### src/rtl/game_tick_pkg.sv
// Shared types and default constants for the game timing generator.
package game_tick_pkg;

  typedef enum logic [1:0] {
    RUN         = 2'd0,
    PAUSE_PEND  = 2'd1,
    PAUSED      = 2'd2,
    RESUME_PEND = 2'd3
  } state_t;

  localparam int DEF_MOVE_DIV   = 4;
  localparam int DEF_BULLET_DIV = 2;
  localparam int DEF_FRAME_W    = 16;

  // Counter width able to hold values 0..div-1, never narrower than 1 bit.
  function automatic int div_width(input int div);
    return (div > 1) ? $clog2(div) : 1;
  endfunction

endpackage

### src/rtl/game_tick_gen_tick_edge_sync.sv
// Synchronizes a slow toggling divider output into clk and emits a registered
// one-cycle pulse on each rising edge; the first valid sample only primes.
module tick_edge_sync #(
  parameter int SYNC_STAGES = 2
) (
  input  logic clk,
  input  logic rst,
  input  logic async_in,
  output logic edge_pulse
);

  logic [SYNC_STAGES-1:0] sync_reg;
  logic [SYNC_STAGES-1:0] valid_reg;
  logic                   prev_reg;
  logic                   primed_reg;
  logic                   sync_last;

  assign sync_last = sync_reg[SYNC_STAGES-1];

  // valid_reg marks when the chain holds real post-reset samples, so reset
  // zeros are never mistaken for a low level of the source.
  always_ff @(posedge clk or posedge rst) begin
    if (rst) begin
      sync_reg   <= '0;
      valid_reg  <= '0;
      prev_reg   <= 1'b0;
      primed_reg <= 1'b0;
      edge_pulse <= 1'b0;
    end else begin
      sync_reg   <= {sync_reg[SYNC_STAGES-2:0], async_in};
      valid_reg  <= {valid_reg[SYNC_STAGES-2:0], 1'b1};
      edge_pulse <= 1'b0;
      if (valid_reg[SYNC_STAGES-1]) begin
        prev_reg   <= sync_last;
        primed_reg <= 1'b1;
        edge_pulse <= primed_reg & sync_last & ~prev_reg;
      end
    end
  end

endmodule

### src/rtl/game_tick_gen.sv
// Game timing strobes derived from the 60 Hz divider output, with a
// frame-aligned pause/resume FSM. Optional watchdog: GAME_TICK_WATCHDOG_EN.
module game_tick_gen
  import game_tick_pkg::*;
#(
  parameter int SYNC_STAGES = 2,
  parameter int MOVE_DIV    = DEF_MOVE_DIV,
  parameter int BULLET_DIV  = DEF_BULLET_DIV,
  parameter int FRAME_W     = DEF_FRAME_W,
  parameter int WDOG_LIMIT  = 1000000
) (
  input  logic               clk,
  input  logic               rst,
  input  logic               clk_60Hz,
  input  logic               pause_req,
  input  logic               resume_req,
  output logic               paused,
  output logic               frame_tick,
  output logic               move_tick,
  output logic               bullet_tick,
  output logic [FRAME_W-1:0] frame_count,
  output logic               stall
);

  localparam int MOVE_W   = div_width(MOVE_DIV);
  localparam int BULLET_W = div_width(BULLET_DIV);

  logic                edge_pulse;
  logic                emit;
  state_t              state_reg;
  state_t              state_next;
  logic [MOVE_W-1:0]   move_cnt;
  logic [BULLET_W-1:0] bullet_cnt;
  logic                move_wrap;
  logic                bullet_wrap;

  tick_edge_sync #(
    .SYNC_STAGES (SYNC_STAGES)
  ) u_edge_sync (
    .clk        (clk),
    .rst        (rst),
    .async_in   (clk_60Hz),
    .edge_pulse (edge_pulse)
  );

  always_ff @(posedge clk or posedge rst) begin
    if (rst) state_reg <= RUN;
    else     state_reg <= state_next;
  end

  always_comb begin
    state_next = state_reg;
    emit       = 1'b0;
    case (state_reg)
      RUN: begin
        emit = edge_pulse;
        if (pause_req) state_next = PAUSE_PEND;
      end
      PAUSE_PEND: begin
        if (edge_pulse) state_next = PAUSED;
      end
      PAUSED: begin
        if (resume_req && !pause_req) state_next = RESUME_PEND;
      end
      RESUME_PEND: begin
        // A pause arriving together with the edge cancels the resume outright.
        if (pause_req) begin
          state_next = PAUSED;
        end else if (edge_pulse) begin
          emit       = 1'b1;
          state_next = RUN;
        end
      end
      default: state_next = RUN;
    endcase
  end

  assign move_wrap   = (move_cnt == MOVE_W'(MOVE_DIV - 1));
  assign bullet_wrap = (bullet_cnt == BULLET_W'(BULLET_DIV - 1));

  always_ff @(posedge clk or posedge rst) begin
    if (rst) begin
      paused      <= 1'b0;
      frame_tick  <= 1'b0;
      move_tick   <= 1'b0;
      bullet_tick <= 1'b0;
      frame_count <= '0;
      move_cnt    <= '0;
      bullet_cnt  <= '0;
    end else begin
      paused      <= (state_next == PAUSED) || (state_next == RESUME_PEND);
      frame_tick  <= emit;
      move_tick   <= emit & move_wrap;
      bullet_tick <= emit & bullet_wrap;
      if (emit) begin
        frame_count <= frame_count + FRAME_W'(1);
        move_cnt    <= move_wrap ? '0 : move_cnt + MOVE_W'(1);
        bullet_cnt  <= bullet_wrap ? '0 : bullet_cnt + BULLET_W'(1);
      end
    end
  end

`ifdef GAME_TICK_WATCHDOG_EN
  localparam int WDOG_W = $clog2(WDOG_LIMIT + 1);

  logic [WDOG_W-1:0] wdog_cnt;

  // Counts in every FSM state; saturates so stall holds until the next edge.
  always_ff @(posedge clk or posedge rst) begin
    if (rst) begin
      wdog_cnt <= '0;
      stall    <= 1'b0;
    end else if (edge_pulse) begin
      wdog_cnt <= '0;
      stall    <= 1'b0;
    end else if (wdog_cnt != WDOG_W'(WDOG_LIMIT)) begin
      wdog_cnt <= wdog_cnt + WDOG_W'(1);
      stall    <= (wdog_cnt + WDOG_W'(1)) == WDOG_W'(WDOG_LIMIT);
    end
  end
`else
  logic unused_wdog;
  assign unused_wdog = ^WDOG_LIMIT;
  assign stall       = 1'b0;
`endif

endmodule
### config.mk
export PLATFORM = sky130hd
export DESIGN_NAME = game_tick_gen
export DESIGN_NICKNAME = d
export VERILOG_FILES = /design/src/rtl/game_tick_pkg.sv /design/src/rtl/game_tick_gen_tick_edge_sync.sv /design/src/rtl/game_tick_gen.sv
export SDC_FILE = /design/constraint.sdc
export NUM_CORES = 1
export LEC_CHECK = 0
export CAP_MARGIN = 0
export CORE_ASPECT_RATIO = 1.4
export CORE_MARGIN = 8
export CORE_UTILIZATION = 45
export DETAILED_ROUTE_END_ITERATION = 10
export HOLD_SLACK_MARGIN = 0.06
export PLACE_DENSITY = 0.73
export SLEW_MARGIN = 20
export SYNTH_ARGS = -nofsm -noshare
export SYNTH_HDL_FRONTEND = slang
export SYNTH_HIERARCHICAL = 1
export SYNTH_SLANG_ARGS = --single-unit
### constraint.sdc
create_clock -name clk -period 1.7 [get_ports clk]
set_input_delay 0.17 -clock clk [delete_from_list [all_inputs] [get_ports clk]]
set_output_delay 0.17 -clock clk [all_outputs]
set_load 0.03 [all_outputs]
==> flow_summary.ini <==
[drt]
routed.top_layer = met4
num_vias = 970
wl_per_cell_um = 14.41
drcViolationCount = 0
routed_wl_um = 2809
antenna_left = 0
drt-pass1-iter-count = 4
m1WireLength_um = 1050
dr_wl_met2_um = 1484
dr_wl_met3_um = 209
drt-initial-drc-count = 20
post_drt_via_cell_ratio = 4.974

[die]
die-area_sq_um = 5224
num_rows = 24
die_h_um = 82.38
chipWidth_um = 63.42
core-area_sq_um = 3063
pin_count = 26
initial_utilization = 0.4624

[logic_synthesis]
synth_area_leader_cell = dfrtp_1
synth_cell_types = 34
ys_top_cells_by_count = dfrtp_1, xnor2_1, inv_1, ha_1, nand3_1
avgSynthCellArea_sq_um = 12.65
syn_area_sq_um = 1416
ys_warn_count = 6
ys_top_cells_by_area = dfrtp_1, xnor2_1, ha_1, xor2_1, nand3_1
synth_top_area_frac = 0.5654
async_flop_share = 1.000
ys_seq_area_frac = 0.5654
synthMostInstantiatedCell = dfrtp_1
synthCells = 112
synth_ff_type = dfrtp_1
ys_ff_latch = 32
synth_edf_count = 0
syn-num-nets = 124

[power]
p_switching_mw = 0.8561
leakage_nw = 0.8390
ir_drop_v = 0.0009215
power_mw = 2.635
p_seq_frac = 0.377
p_per_area_nw_per_um2 = 1338
pwr-share-comb = 0.361
p_clk_frac = 0.262
swShare = 0.3248
internal-power_mw = 1.779

[setup_path]
path_delay_family = buffers and inverters
crit_buf_inv = 1
ff2ff_setup_slack_ns = 0.05
ff2ff_path_depth = 7
crit_arrival_ns = 1.50
critical_path.max_fanout = 6
cp_cell_sequence = clkdlybuf4s50_1
slowest_delay_ns = 0.73
r2r_start = state_reg[0]$_DFF_PP0_
endpoint_kind = primary output
crit_required_ns = 1.53
r2r-end = frame_count[14]$_DFFE_PP0P_
worst-setup-path-type = reg -> out
worstSetupStartpointType = flop
crit_slowest_cell = clkdlybuf4s50_1

[global_route]
grt_pass1_vias = 1031
grt_util_all_layers = 0.1214
overflow = 0
grt_pass1_wl_um = 4843
antenna_found_initial = 0
grt_start_max_net_pins = 26

[cells_and_area]
regArea_sq_um = 800.8
multi_input_area_sq_um = 626.9
drive_gt1_frac = 0.2308
finalNetCount = 167
largest_reg_flops = 16
instances_no_fill = 195
synthToLayoutAreaGrowth_pct = 39.05
fill_cells = 244
antennaDiodeCount = 0
top_register = frame_count

[placed_design]
dp_slack_ns = -0.1184
gp_congestion = 0.7872
dp_hpwl_um = 2057
dp.cells = 183
io_buffers = 24

[hold_path]
hold_class = in -> async

[cts]
cts_inserted_buffers = 5
ctsHoldBuffers = 0
clk_latency_ns = 0.28
cts.sinks = 32
cts_buffer_depth = 2
cts_tree = done
htreeDepth = 2
cts_root_buf = clkbuf_8
cts.clk_slew.worst_paths_ns = 0.06

[timing]
slew_violations = 0
clock.fmax_ghz = 0.5990
rsz0062_at_grt = true
finalHoldViolations = 0
setup_viol = 0
timing.final.crit_share = 0.9820
period_minus_slack_ns = 1.669
fin_skew_ns = 0.004404
final.setup.worst_slack_ns = 0.03061

[job]
maxCapViolations = 0

[run_status]
status = complete, no violations
kinds of logic after synthesis:
logic type	share of synthesized area
other	0.005302
and+or+nand+nor	0.1281
DFF	0.5654
adders and majority gates	0.06183
AOI/OAI and AO/OA	0.07598
muxes	0.03445
xor gates and xnor gates	0.09894
buffers and inverters	0.03003
metal layers:
metal  GRT usage  vias to the layer above
li1            -                      460
met1      0.1149                      479
met2      0.2116                       26
met3     0.05803                        5
met4     0.07383                        0
met5           0                        -
what timing repair did:
action | in CTS | in global routing
gates resized for setup | 4 | 11
pin swaps | 2 | 2
setup buffers | 2 | 2
endpoints found under the setup margin | 14 | 13
cells in the final DEF, fill, tap and decap left out, types with 2 or more instances in the layout:
cell type / Yosys / final
inv_2: 0 / 2
nand2_1: 5 / 5
o32ai_1: 2 / 2
inv_1: 8 / 6
clkdlybuf4s50_1: 0 / 23
ha_1: 7 / 5
conb_1: 2 / 2
nand4_1: 4 / 4
xor2_1: 4 / 3
o21ai_0: 2 / 2
xnor2_1: 12 / 12
buf_4: 1 / 12
nand2b_4: 1 / 2
dfrtp_1: 32 / 32
ha_4: 0 / 2
clkbuf_8: 0 / 5
and2_1: 3 / 3
mux2_1: 2 / 2
buf_6: 0 / 2
a21boi_1: 0 / 2
nand3_1: 6 / 5
cell type report:
type,count,area share
clock buffer,6,0.03685
clock inverter,2,0.01779
inverter,8,0.01525
multi-input combinational,70,0.3183
sequential,32,0.4066
tap,39,0.02478
timing repair buffer,38,0.1804
power groups by stage:
stage,Clock [mW],Combinational [mW],Sequential [mW]
after floorplan,0,0.407,1.09
after global placement,0,0.747,0.998
after detailed placement,0,0.801,1.01
after CTS,0.717,0.874,0.985
after global routing,0.749,1.04,1.01
final,0.690,0.952,0.993
worst max-delay path by stage:
| stage | endpoint | cells after the start | start |
|---|---|---|---|
| floorplan | move_cnt[0]$_DFFE_PP0P_ | 6 | state_reg[1]$_DFF_PP0_ |
| global placement | frame_count[14]$_DFFE_PP0P_ | 6 | state_reg[0]$_DFF_PP0_ |
| detailed placement | frame_count[14]$_DFFE_PP0P_ | 6 | state_reg[0]$_DFF_PP0_ |
| CTS | frame_count[6]$_DFFE_PP0P_ | 7 | state_reg[0]$_DFF_PP0_ |
| global route | frame_count[9]$_DFFE_PP0P_ | 7 | state_reg[0]$_DFF_PP0_ |
| finish | frame_count[2] | 1 | frame_count[2]$_DFFE_PP0P_ |
through the flow:
stage               utilization  TNS (ns)  hold slack [ns]  area (sq um)
floorplan                     -         0         -0.02660          1423
global placement         0.5784  -0.03583           0.3398          1772
detailed placement       0.5784   -0.6700           0.3357          1772
CTS                      0.6250         0           0.1274          1914
global route             0.6430   -0.1815           0.1791          1969
finish                   0.6430         0           0.1366          1969
Power figures use the tool's default switching activity.
